## src/rtl/turn_timer.sv

```systemverilog
// Per-turn countdown timer feeding the game FSM's timeout input.
// Optional low-time warning flag enabled by defining TURN_TIMER_WARN_EN.
module turn_timer #(
   parameter int TICKS_PER_SEC = 50_000_000,
   parameter int TURN_SECONDS  = 15
) (
   input  logic       clk,
   input  logic       rst,
   input  logic       start,
   input  logic       cancel,
   input  logic       hold,
   output logic       timeout,
   output logic       running,
   output logic [4:0] seconds_left,
   output logic       warn
);

   localparam int            PW           = $clog2(TICKS_PER_SEC);
   localparam logic [PW-1:0] PRESCALE_MAX = PW'(TICKS_PER_SEC - 1);
   localparam logic [4:0]    TURN_LOAD    = 5'(TURN_SECONDS);

   if (TICKS_PER_SEC < 2) begin : g_bad_ticks
      $error("turn_timer: TICKS_PER_SEC must be at least 2");
   end
   if (TURN_SECONDS < 1 || TURN_SECONDS > 31) begin : g_bad_seconds
      $error("turn_timer: TURN_SECONDS must be within 1..31");
   end

   typedef enum logic [1:0] {
      IDLE,
      RUN,
      EXPIRED
   } state_t;

   state_t        state;
   logic [PW-1:0] prescaler;
   logic          tick;

   // The prescaler only advances in RUN with hold low, so a tick implies both.
   assign tick = (state == RUN) && !hold && (prescaler == PRESCALE_MAX);

   always_ff @(posedge clk or negedge rst) begin
      if (!rst) begin
         state        <= IDLE;
         prescaler    <= '0;
         seconds_left <= '0;
         timeout      <= 1'b0;
         running      <= 1'b0;
      end else begin
         // NOTE: sequential state uses non-blocking assignments; the default below
         // is legally overridden by a later assignment in the same block.
         timeout <= 1'b0;
         if (start) begin
            state        <= RUN;
            prescaler    <= '0;
            seconds_left <= TURN_LOAD;
            running      <= 1'b1;
         end else begin
            case (state)
               RUN: begin
                  if (cancel) begin
                     state   <= IDLE;
                     running <= 1'b0;
                  end else if (tick) begin
                     prescaler <= '0;
                     if (seconds_left > 5'd1) begin
                        seconds_left <= seconds_left - 5'd1;
                     end else begin
                        seconds_left <= '0;
                        state        <= EXPIRED;
                        running      <= 1'b0;
                        timeout      <= 1'b1;
                     end
                  end else if (!hold) begin
                     prescaler <= prescaler + PW'(1);
                  end
               end
               EXPIRED: state <= IDLE;
               IDLE:    ;
               default: state <= IDLE;
            endcase
         end
      end
   end

`ifdef TURN_TIMER_WARN_EN
   logic warn_nxt;

   // Tracks running && seconds_left <= 3 for the values the FSM is about to load.
   always_comb begin
      // NOTE: default first so every path assigns warn_nxt and no latch is inferred.
      warn_nxt = warn;
      if (start) begin
         warn_nxt = (TURN_LOAD <= 5'd3);
      end else if (state != RUN || cancel) begin
         warn_nxt = 1'b0;
      end else if (tick) begin
         warn_nxt = (seconds_left > 5'd1) && (seconds_left <= 5'd4);
      end
   end

   always_ff @(posedge clk or negedge rst) begin
      if (!rst) begin
         warn <= 1'b0;
      end else begin
         warn <= warn_nxt;
      end
   end
`else
   assign warn = 1'b0;
`endif

endmodule

```

## config.mk

```make
export PLATFORM = sky130hd
export DESIGN_NAME = turn_timer
export DESIGN_NICKNAME = d
export VERILOG_FILES = /design/src/rtl/turn_timer.sv
export SDC_FILE = /design/constraint.sdc
export NUM_CORES = 1
export LEC_CHECK = 0
export ABC_AREA = 1
export ABC_CLOCK_PERIOD_IN_PS = 1840
export CAP_MARGIN = 20
export CORE_MARGIN = 10
export CORE_UTILIZATION = 60
export CTS_CLUSTER_SIZE = 16
export DETAILED_ROUTE_END_ITERATION = 7
export DONT_BUFFER_PORTS = 1
export GPL_TIMING_DRIVEN = 1
export PLACE_DENSITY = 0.77
export SYNTH_ARGS = -nofsm -noshare
export SYNTH_HDL_FRONTEND = slang
export SYNTH_SLANG_ARGS = --single-unit
```

## constraint.sdc

```tcl
create_clock -name clk -period 1.84 [get_ports clk]
set_input_delay 0.184 -clock clk [delete_from_list [all_inputs] [get_ports clk]]
set_output_delay 0.184 -clock clk [all_outputs]
set_load 0.05 [all_outputs]
```

* Word-level counts from Yosys, hierarchy flattened
Index checks and enable logic that the tools add are counted.
Word-level totals: flip-flop bits (word level) 35, bits in latches 0, bits in writable memories 0, ROM bits 0, input port bits 5, output and inout bits 8, logic and storage cells 52, memories 0
Operators by class: add/subtract/negate cells 2, multiply operators 0, divide/modulo/power cells 0, magnitude comparators 1, equal/unequal tests 8, shift-type cells 0, mux-type cells 25, bitwise gates (word level) 0, reductions and logical operators 11
Operators with widths (count):
- 26-bit two-way mux | 5
- 26-bit by 1-bit adder with 26-bit output (second input constant) | 1
- 26-bit == test (second input constant) | 1
- 5-bit two-way mux | 5
- 3-bit AND reduction | 4
- 1-bit two-way mux | 10
- 2-bit two-way mux | 4
- 4-bit inequality test (second input constant) | 2
- 5-bit by 1-bit greater-than comparator with 1-bit output (second input constant) | 1
- 5-bit by 1-bit subtractor with 5-bit output (second input constant) | 1
- 2-bit inequality test (second input constant) | 2
- 2-bit one-hot mux with 2 select lines | 1
- 2-bit nonzero test | 2
- 3-bit by 2-bit inequality test with 1-bit output (second input constant) | 1
- 3-bit inequality test (second input constant) | 1
- 3-bit nonzero test | 1
- 2-bit by 1-bit == test with 1-bit output (second input constant) | 1
- 1-bit logical AND | 2
- 2-bit zero test | 1
- 1-bit zero test | 1

* Depth between registers and ports, before layout
Gate-level depths: netlist of the first run.
depth in word-level cells 7, mapped depth 11, gate-level depth less buffers 11

* Least setup slack after synthesis of the first run
No wires, ideal clock.
path type register to register, start reg seconds_left[0], end reg seconds_left[2], setup time 0.121 ns, arrival 1.462 ns, data required time 1.719 ns, path slack 0.257 ns, cell stages (with the launch flop) 7, buffers on the path 0, period minus slack after synthesis 1.583 ns, cells stage by stage dfrtp_1 -> ha_1 -> inv_1 -> a21oi_1 -> inv_1 -> a21oi_1 -> o21ai_2
On the way: longest elaborated chain between the ends 6, elaborated cells between the ends (all ways) 7, classes of those cells 1 x add/sub; 1 x order compare; 5 x mux
RTL lines:
- start: declaration | RTL line 14 | output logic [4:0] seconds_left,
- start signal: assignment | RTL line 67 | seconds_left <= seconds_left - 5'd1;
- 5-bit by 1-bit subtractor with 5-bit output or 5-bit by 1-bit greater-than comparator with 1-bit output (tied branches) | RTL line 67, 66
- 5-bit two-way mux * | RTL line 66 | if (seconds_left > 5'd1) begin
- 5-bit two-way mux * | RTL line 64 | end else if (tick) begin
- 5-bit two-way mux * | RTL line 61 | if (cancel) begin
- 5-bit two-way mux * | RTL line 59 | case (state)
- 5-bit two-way mux * | RTL line 53 | if (start) begin
Mark *: on every way between the ends. The rest lies on a longest branch, timed or not. The select of a mux whose other input is x is not followed. A chain may end at the register's enable or synchronous reset.

* Worst setup path after layout of the first run
start reg prescaler[0], end reg prescaler[16]
On the way: longest elaborated chain between the ends 6, elaborated cells between the ends (all ways) 10, classes of those cells 1 x add/sub; 2 x eq/ne; 5 x mux; 2 x reduce/logical
RTL lines:
- start: declaration | RTL line 36 | logic [PW-1:0] prescaler;
- start signal: assignment | RTL line 75 | prescaler <= prescaler + PW'(1);
- 26-bit by 1-bit adder with 26-bit output or 26-bit == test (tied branches) | RTL line 75, 40
- 26-bit two-way mux or 1-bit logical AND (tied branches) | RTL line 74, 40
- 26-bit two-way mux | RTL line 64
- 26-bit two-way mux | RTL line 61
- 26-bit two-way mux | RTL line 59
- 26-bit two-way mux | RTL line 53
Several ways; a longest one is shown, not always the timed one. The select of a mux whose other input is x is not followed.

==> metrics.md, run 1 <==
| Metric | Value |
|---|---|
| Initial DRC Count | `roughly 140` |
| Fin util | `a little under three quarters` |
| Top post-synthesis cells by area | `dfrtp_1 40%, nand2_1 15%, nor2_1 11%, inv_1 6.3%, nand3_1 4.3%` |
| Post-CTS setup buffer count | `0` |
| Sw frac | `30.8%` |
| Maximum vdd drop | `709 uV` |
| Crit-path max FO | `7` |
| Count leader, synth | `nand2_1` |
| WL per Instance | `13.7 um` |
| Combinational share of power | `20.0%` |
| Synthesized area | `2200 sq um` |
| Nets@finish | `337` |
| R2r endpoint | `prescaler[16]` |
| Startpoint type of the worst setup path | `register` |
| H-tree Lvls | `2` |
| Leak Pwr | `1.14 nW` |
| Gr usage total | `17.3%` |
| Critical Path AT | `between 1.5 and 2 ns` |
| Mapped Cells | `approximately 320` |
| DRT Pass-1 Iters | `5` |
| Netlist cell types | `26` |
| P per Cell Area | `798 nW/um^2` |
| Die ar. | `approximately 6500 sq um` |
| Vias in the first global route | `2010` |
| Most frequent cells after synthesis | `90 x nand2_1, 63 x nor2_1, 37 x inv_1, 35 x dfrtp_1, 19 x nand3_1` |
| Crit path kind | `reg2reg` |
| Setup TNS | `0 ns` |
| Final Hold Viols | `0` |
| Setup crit end kind | `register` |
| Max-slew violations | `0` |
| Reg2reg path depth | `8` |
| Hold WC Path Type | `in2reg` |
| Via count | `2000` |
| Syn-to-layout area delta | `11.0%` |
| Syn nets | `324` |
| Hold depth | `2` |
| Sequential share of power | `42.5%` |
| DR DRC count | `0` |
| Switching power total | `0.000600 W` |
| Syn_area_per_cell | `6.96 sq um` |
| DPL Wire Length | `3750 um` |
| Max Fclk | `0.594 GHz` |
| Max Buffers Root-to-Sink | `2` |
| Clk pwr share | `37.5%` |
| Clk Tree Root Cell | `clkbuf_8` |
| CTS tree | `yes` |
| CTS Sinks | `35` |
| Post-route ant nets | `0` |
| Main flop type after synthesis | `dfrtp_1` |
| Status | `complete, no violations` |
| Row count | `21` |
| Die width | `slightly above 80 um` |
| Hold_sp | `start` |
| Reg2Reg Setup Slack | `0.16 ns` |
| Clock Latency Late Sink | `approximately 0.30 ns` |
| Post-synth top area share | `39.8%` |
| RR Startpoint | `prescaler[0]` |
| Num CTS Buffers | `5` |
| Final setup viols | `0` |
| Largest net degree at the start of global routing | `36` |
| Global route total overflow | `0` |
| GPL Wtd Cong | `0.869` |
| Initial Util | `63.9%` |
| Cell taking the most area after synthesis | `dfrtp_1` |
| Ports | `13` |
| Port Buf Inserts | `0` |
| Sequential area share after synthesis | `between 30% and 40%` |
| Clock-pin slew on the worst setup and hold paths | `~0.070 ns` |
| Max-Cap Viols | `0` |
| Layout cell share with drive strength beyond 1 | `12.7%` |
| CP Data Required Time | `2.02 ns` |
| Internal power | `0.00135 W` |
| Ys async rst share | `100%` |
| Crit path time final | `roughly 1.7 ns` |
| Core ar. | `around 3400 sq um` |
| First-pass GRT wire length | `8940 um` |
| Vias/cell | `between 5 and 6` |
| Worst Skew | `0.0105 ns` |
| Die Ht | `between 80 and 90 um` |
| Inserted Diodes | `0` |
| Post-synth EDFFs | `0` |
| #FFs+latches synth | `35` |
| WHS Endpoint | `state[0]` |
| Total Routed Length | `5150 um` |
| Final Cycle Share | `91.5%` |
| Warnings, synthesis | `0` |
| Antenna violations before repair | `0` |
-- registers in the layout, summed over array words and instances (netlist names) --
name          flops
prescaler        26
timeout           1
running           1
state             2
seconds_left      5
-- stage by stage --
| stage | hold WS [ns] | instances | power [W] | worst slack, ns | cell area [sq um] |
|---|---|---|---|---|---|
| floorplan | -0.112 | 316 | 0.00112 | 0.257 | 2200 |
| finish | 0.0274 | 376 | 0.00195 | 0.156 | 2440 |
| global route | 0.0239 | 376 | 0.00202 | -0.0123 | 2440 |
| global placement | -0.110 | 366 | 0.00120 | 0.165 | 2280 |
| detailed placement | -0.110 | 366 | 0.00121 | 0.102 | 2280 |
| CTS | 0.0238 | 376 | 0.00195 | 0.0918 | 2420 |
-- power groups by stage --
| stage | logic [W] | clock network, W | registers, W |
|---|---|---|---|
| after floorplan | 0.000174 | 0 | 0.000945 |
| after global placement | 0.000354 | 0 | 0.000843 |
| after detailed placement | 0.000364 | 0 | 0.000844 |
| after CTS | 0.000387 | 0.000733 | 0.000830 |
| after global routing | 0.000426 | 0.000759 | 0.000835 |
| final | 0.000389 | 0.000731 | 0.000830 |
-- logic make-up (layout without fill, tap and decap cells) --
| logic type | Yosys count | in the layout | share of synthesized area (%) |
|---|---|---|---|
| DFF | 35 | 35 | 39.8 |
| other | 1 | 1 | 0.170 |
| adders and majority gates | 3 | 3 | 1.71 |
| and+or+nand+nor | 201 | 201 | 40.0 |
| xor gates and xnor gates | 10 | 10 | 3.98 |
| buffers and inverters | 44 | 58 | 8.81 |
| AOI/OAI and AO/OA | 22 | 22 | 5.57 |
-- per-layer routing --
metal	share of wire (%)	GRT usage (%)	vias to the layer above
met1	44	20.4	925
met3	6.3	4.57	12
met4	2.0	7.92	0
met5	0	0	-
met2	48	28.5	58
li1	-	-	1005
-- area by class of cell --
class	count	area [sq um]
Clock inverter	2	35.0
Timing Repair Buffer	10	90.1
Inverter	40	158
Fill cell	299	998
Clock buffer	6	82.6
Sequential cell	35	876
Tap cell	46	57.6
Multi-Input combinational cell	237	1140
-- placed cells by master, fill, tap and decap left out, drive strengths merged --
cell type    instances
inv                 40
nand2               99
xor2                 8
conb                 1
nand4                8
a31oi                1
clkinv               1
xnor2                2
dlygate4sd3          1
buf                  9
dfrtp               35
clkbuf               6
bufinv               1
nand3               19
nor3                 4
o21ai               15
nand3b               2
a21oi                6
nor2                69
ha                   3
-- repair_timing --
item / CTS / global route
setup endpoints to repair: 0 / 20
resized for setup: 0 / 6
endpoints found under the hold margin: 35 / 0
hold buffers: 2 / 0
-- critical path: stages (launching register included) --
cell and delay (ns):
dfrtp_1 0.40, ha_1 0.20, inv_2 0.08, nor2_2 0.15
nand2_1 0.17, nor2_4 0.21, nand3_1 0.12, xor2_1 0.18
nor2_1 0.06
-- worst max-delay path by stage --
stage	from	end	slack [ns]	depth (start not counted)
floorplan	seconds_left[0]	seconds_left[2]	0.26	6
global placement	prescaler[0]	prescaler[4]	0.17	10
detailed placement	prescaler[0]	prescaler[13]	0.10	10
CTS	prescaler[0]	prescaler[9]	0.09	10
global route	prescaler[0]	prescaler[24]	-0.01	11
finish	prescaler[0]	prescaler[16]	0.16	8
No activity file was read; power rests on OpenSTA's default activity.
==> inputs of run 2 (changes only) <==
--- a/config.mk
+++ b/config.mk
@@ -8,6 +8,7 @@
 export ABC_AREA = 1
 export ABC_CLOCK_PERIOD_IN_PS = 1840
 export CAP_MARGIN = 20
+export CORE_ASPECT_RATIO = 0.7
 export CORE_MARGIN = 10
 export CORE_UTILIZATION = 60
 export CTS_CLUSTER_SIZE = 16
@@ -15,6 +16,7 @@
 export DONT_BUFFER_PORTS = 1
 export GPL_TIMING_DRIVEN = 1
 export PLACE_DENSITY = 0.77
+export SLEW_MARGIN = 5
 export SYNTH_ARGS = -nofsm -noshare
 export SYNTH_HDL_FRONTEND = slang
 export SYNTH_SLANG_ARGS = --single-unit
==> run 2 against run 1 <==
Non-clock buffer count fell by 1. Global-route usage fell by 0.67 points. Critical path depth rose by 3. Clock skew fell by 0.0037 ns. Hold slack got worse by 0.0055 ns. Via count did not move. Critical path type unchanged. Largest power group unchanged. Highest routed layer unchanged.
==> metrics.md, run 2 (synthesized netlist as in run 1, its figures left out) <==
| Metric | Value |
|---|---|
| DPL Wire Length | `3890 um` |
| DRT Pass-1 Iters | `5` |
| Syn-to-layout area delta | `10.9%` |
| H-tree Lvls | `2` |
| Worst Skew | `0.00686 ns` |
| Via count | `2000` |
| DR DRC count | `0` |
| Max-slew violations | `0` |
| Final setup viols | `0` |
| Die ar. | `6530 sq um` |
| Post-placement cell area | `2270 sq um` |
| Critical-path cell list | `ha_1, inv_1, nor2_2, nand2_1, nor2_1, nand2_1, nand2_2, nand2_8, inv_6, nand2_1, nand2_1` |
| CTS tree | `yes` |
| Row count | `18` |
| Maximum vdd drop | `roughly 650 uV` |
| Crit path kind | `reg2reg` |
| Core ar. | `about 3500 sq um` |
| Clock-pin slew on the worst setup and hold paths | `0.07 ns` |
| Global route total overflow | `0` |
| Final Hold Viols | `0` |
| Setup TNS | `0 ns` |
| Inserted Diodes | `0` |
| P per Cell Area | `roughly 800 nW/um^2` |
| Leak Pwr | `1.13 nW` |
| Crit path time final | `around 1.7 ns` |
| Startpoint type of the worst setup path | `register` |
| Max-Cap Viols | `0` |
| Vias/cell | `5.28` |
| Clock Latency Late Sink | `~0.3 ns` |
| Layout cell share with drive strength beyond 1 | `12.2%` |
| Slowest Stage Delay on Critical Path | `around 0.40 ns` |
| Nets@finish | `336` |
| Critical path's slowest cell | `dfrtp_1` |
| Most frequent cells in the layout | `90 x nand2_1, 61 x nor2_1, 37 x inv_1, 35 x dfrtp_1, 19 x nand3_1` |
| Setup crit end kind | `register` |
| Ports | `13` |
| Antenna violations before repair | `0` |
| Largest register FFs | `26` |
| Crit-path most repeated cell | `nand2_1` |
| WL per Instance | `13.9 um` |
| Initial DRC Count | `205` |
| Vias in the first global route | `between 1500 and 2000` |
| Largest regs | `prescaler x26, seconds_left x5, state x2` |
| CTS Sinks | `35` |
| Gr usage total | `16.6%` |
| Port Buf Inserts | `0` |
| Die Ht | `70.7 um` |
| Design Area, Final | `roughly 2400 sq um` |
| First-pass GRT wire length | `8710 um` |
| Total Routed Length | `between 5000 and 6000 um` |
| Commonest non-fill, non-tap cell in the layout | `nand2_1` |
| Clk Tree Root Cell | `clkbuf_8` |
| Post-route ant nets | `0` |
| Num CTS Buffers | `5` |
| Largest register by flop count | `prescaler` |
| Crit-path max FO | `19` |
| Largest net degree at the start of global routing | `36` |
| GPL Wtd Cong | `between 0.9 and 1` |
| Initial Util | `62.2%` |
| Max Fclk | `0.590 GHz` |
| Critical Path AT | `~1.9 ns` |
| Status | `complete, no violations` |
| Hold WC Path Type | `in2reg` |
| Die width | `92.4 um` |
| Max Buffers Root-to-Sink | `2` |
| CP Data Required Time | `~2.1 ns` |
| Final Cycle Share | `92.1%` |
run 2: changes by cell type in the layout (fill, tap and decap cells not counted), sizes merged:
cell / change
buf: -1
run 2: final timing paths:
kind / start / endpoint / slack [ns] / cells after the start
worst max-delay path: prescaler[0] / seconds_left[0] / 0.14 / 11
worst min-delay path: start / running / 0.02 / 2
worst max register to register: prescaler[0] / seconds_left[0] / 0.14 / 11
worst min register to register: prescaler[1] / prescaler[1] / 0.55 / 2
max in group asynchronous: rst / prescaler[11] / 1.30 / 2
min in group asynchronous: rst / prescaler[20] / 0.35 / 2
run 2: per-layer routing:
| layer | up-vias | global-route usage [%] | wire length, um |
|---|---|---|---|
| li1 | 1000 | - | - |
| met1 | 930 | 24.4 | 2640 |
| met2 | 66 | 22.6 | 2160 |
| met3 | 4 | 4.00 | 422 |
| met4 | 0 | 6.31 | 42 |
| met5 | - | 0 | 0 |
run 2: timing repair:
item | in CTS | in global routing
hold buffers | 2 | 0
resized for setup | 0 | 5
setup endpoints to repair | 0 | 14
hold endpoints to repair | 35 | 0
setup buffers | 0 | 1
run 2: cell type report:
| cell class | count | area, sq um |
|---|---|---|
| Sequential cell | 35 | 876 |
| Tap cell | 50 | 62.6 |
| Clock buffer | 6 | 82.6 |
| Multi-Input combinational cell | 237 | 1140 |
| Clock inverter | 2 | 35.0 |
| Inverter | 40 | 158 |
| Timing Repair Buffer | 9 | 82.6 |
| Fill cell | 312 | 1090 |
run 2: worst max-delay path, delay by kind of cell (launching register included):
kind          cells  cell delay, ns
simple gates      8            0.81
flops             1            0.40
fa+ha+maj         1            0.19
buf+inv           2            0.24
run 2: through the flow:
step	hold WS [ns]	setup slack (ns)	utilization, %	std cells	power, W
global placement	-0.110	0.163	64.1	368	0.00120
finish	0.0219	0.145	69.0	379	0.00194
detailed placement	-0.110	0.0567	64.1	368	0.00120
CTS	0.0132	0.0531	68.3	378	0.00195
global route	0.0162	-0.00639	69.0	379	0.00204
floorplan	-0.112	0.257	-	316	0.00112
run 2: where the power goes:
group / leakage (nW) / total, W / switching [W] / internal [W]
clock network: 0.0612 / 0.000724 / 0.000286 / 0.000438
registers: 0.473 / 0.000828 / 0.0000267 / 0.000801
logic: 0.597 / 0.000392 / 0.000283 / 0.000110
==> inputs of run 3 (changes only) <==
--- a/config.mk
+++ b/config.mk
@@ -10,12 +10,12 @@
 export CAP_MARGIN = 20
 export CORE_ASPECT_RATIO = 0.7
 export CORE_MARGIN = 10
-export CORE_UTILIZATION = 60
+export CORE_UTILIZATION = 50
 export CTS_CLUSTER_SIZE = 16
 export DETAILED_ROUTE_END_ITERATION = 7
 export DONT_BUFFER_PORTS = 1
 export GPL_TIMING_DRIVEN = 1
-export PLACE_DENSITY = 0.77
+export PLACE_DENSITY = 0.66
 export SLEW_MARGIN = 5
 export SYNTH_ARGS = -nofsm -noshare
 export SYNTH_HDL_FRONTEND = slang
==> run 3 against run 2 <==
Register-to-register slack gained 0.04 ns. Design area shrank 0.77%. Combinational power shrank 1%. Sequential power is essentially flat. Non-clock buffer count grew 3. Via count shrank 2.3%. Largest power group unchanged.
==> metrics.md, run 3 (synthesized netlist as in run 1, its figures left out) <==
| Metric | Value |
|---|---|
| Final Cycle Share | `89.9%` |
| CTS Sinks | `35` |
| Slowest Stage Delay on Critical Path | `roughly 0.4 ns` |
| Ports | `13` |
| H-tree Lvls | `2` |
| Reg2reg path depth | `9` |
| Sequential share of power | `between 40% and 50%` |
| Fill count | `411` |
| DPL Wire Length | `3990 um` |
| Most frequent cells in the layout | `90 x nand2_1, 63 x nor2_1, 36 x inv_1, 35 x dfrtp_1, 19 x nand3_1` |
| Worst Skew | `about 0.010 ns` |
| Global route total overflow | `0` |
| Finished Layout Cells | `387` |
| RSZ-0062 raised after global routing | `no` |
| Total Routed Length | `5170 um` |
| Largest register FFs | `26` |
| Initial DRC Count | `~120` |
| Hold slack | `about 0.023 ns` |
| Crit path kind | `reg2reg` |
| DRT Pass-1 Iters | `4` |
| Die width | `99.3 um` |
| Post-placement cell area | `~2300 sq um` |
| Post-route ant nets | `0` |
| Final Hold Viols | `0` |
| Crit-path most repeated cell | `nand2_1` |
| Crit path time final | `1.65 ns` |
| Port Buf Inserts | `0` |
| RR Startpoint | `prescaler[0]` |
| Initial Util | `51.1%` |
| Critical-path cell list | `ha_1, inv_2, nor2_1, nand2_1, nor2_4, nand3_1, nand2_1, nand2_1, o21ai_1` |
| Clk Tree Root Cell | `clkbuf_8` |
| Max-slew violations | `0` |
| Die Ht | `about 76 um` |
| Clock-pin slew on the worst setup and hold paths | `0.08 ns` |
| Via count | `slightly below 2000` |
| Clk pwr share | `31.2%` |
| Critical path's slowest cell | `dfrtp_1` |
| Placed Cells | `around 380` |
| Antenna violations before repair | `0` |
| Largest register by flop count | `prescaler` |
| Nets@finish | `339` |
| Design Area, Final | `~2400 sq um` |
| Gr usage total | `14.9%` |
| Sw frac | `33.4%` |
| Status | `complete, no violations` |
| Setup crit end kind | `register` |
| Maximum vdd drop | `about 580 uV` |
| Reg2Reg Setup Slack | `between 0.15 and 0.2 ns` |
| Largest net degree at the start of global routing | `36` |
| Setup TNS | `0 ns` |
| Max-Cap Viols | `0` |
| WL per Instance | `13.4 um` |
| Commonest non-fill, non-tap cell in the layout | `nand2_1` |
| Internal power | `~0.0012 W` |
| CTS tree | `yes` |
| R2r endpoint | `prescaler[20]` |
| Critical Path AT | `1.86 ns` |
| Die ar. | `7500 sq um` |
| Hold WC Path Type | `in2reg` |
| Max Fclk | `0.604 GHz` |
| Crit-path leading delay family | `simple AND/OR/NAND/NOR gates` |
| Switching power total | `just under 0.0006 W` |
| Inserted Diodes | `0` |
| Leak Pwr | `between 1 and 1.5 nW` |
| Final setup viols | `0` |
| Combinational share of power | `a little over a fifth` |
| Crit-path max FO | `7` |
| Largest regs | `prescaler x26, seconds_left x5, state x2` |
| Syn-to-layout area delta | `10.1%` |
| Vias/cell | `5.05` |
| Max Buffers Root-to-Sink | `2` |
| CP Data Required Time | `2.05 ns` |
| Startpoint type of the worst setup path | `register` |
| First-pass GRT wire length | `8910 um` |
| GPL Wtd Cong | `0.890` |
| Post-CTS setup buffer count | `0` |
| Clock Latency Late Sink | `a little under 0.3 ns` |
| Crit path from | `prescaler[0]` |
| Row count | `20` |
| Crit path to | `prescaler[20]` |
| Core ar. | `~4300 sq um` |
| CP bufs+invs | `1` |
| Vias in the first global route | `approximately 1800` |
| DR DRC count | `0` |
| Num CTS Buffers | `5` |
| Worst path depth | `9` |
| P per Cell Area | `731 nW/um^2` |
| Layout cell share with drive strength beyond 1 | `12.0%` |
[run 3: cell count changes in the layout (fill, tap and decap cells not counted)]
cell	before	now
nand2_8	1	0
nor2_1	61	63
inv_2	1	2
bufinv_16	1	0
clkbuf_8	6	5
inv_8	0	1
clkbuf_1	0	2
nand2_4	0	1
inv_6	1	0
nor2_2	5	3
inv_1	37	36
buf_4	7	10
[run 3: worst min path at each step]
stage	startpoint	endpoint	slack, ns	cells past startpoint
floorplan	rst	prescaler[0]	-0.11	0
global placement	rst	prescaler[14]	-0.11	0
detailed placement	rst	prescaler[14]	-0.11	0
CTS	start	state[0]	0.02	2
global route	start	state[0]	0.02	2
finish	start	state[0]	0.02	2
[run 3: stage by stage]
stage / total power, W / setup slack [ns] / utilization (%)
finish: 0.00177 / 0.185 / 56.3
global route: 0.00185 / 0.0106 / 56.3
CTS: 0.00178 / 0.0910 / 56.1
detailed placement: 0.00121 / 0.104 / 53.5
global placement: 0.00120 / 0.139 / 53.5
floorplan: 0.00112 / 0.257 / -
[run 3: power groups by stage]
stage                     Combinational [W]  Clock, W  Sequential, W
after global routing               0.000429  0.000592       0.000834
final                              0.000388  0.000553       0.000829
after global placement             0.000360         0       0.000843
after CTS                          0.000388  0.000560       0.000828
after detailed placement           0.000365         0       0.000843
after floorplan                    0.000174         0       0.000945
[run 3: repair_timing]
| item | 4_1_cts | 5_1_grt |
|---|---|---|
| gates resized for setup | 0 | 5 |
| endpoints found under the setup margin | 0 | 13 |
| hold buffers | 2 | 0 |
| endpoints found under the hold margin | 35 | 0 |
[run 3: cell type report]
type,count,area (sq um),share of cell area [%]
Timing Repair Buffer,12,105,4.34
Clock buffer,7,76.3,3.15
Inverter,40,160,6.61
Sequential cell,35,876,36.2
Clock inverter,1,5.00,0.207
Tap cell,55,68.8,2.84
Multi-Input combinational cell,237,1130,46.7
[run 3: layer usage]
layer / up-vias / track usage, % / wire length [um]
met4: 0 / 4.28 / 44
li1: 1005 / - / -
met1: 896 / 21.4 / 2690
met2: 49 / 21.3 / 2080
met3: 5 / 3.99 / 359
met5: - / 0 / 0
[run 3: worst register-to-register path, delay by kind of cell, from the launching register on]
kind                     cells  cell delay, ns
AO/OA/AOI/OAI                1            0.17
AND/OR/NAND/NOR              6            0.75
flip-flops                   1            0.40
buffers and inverters        1            0.07
adder cells (fa/ha/maj)      1            0.20
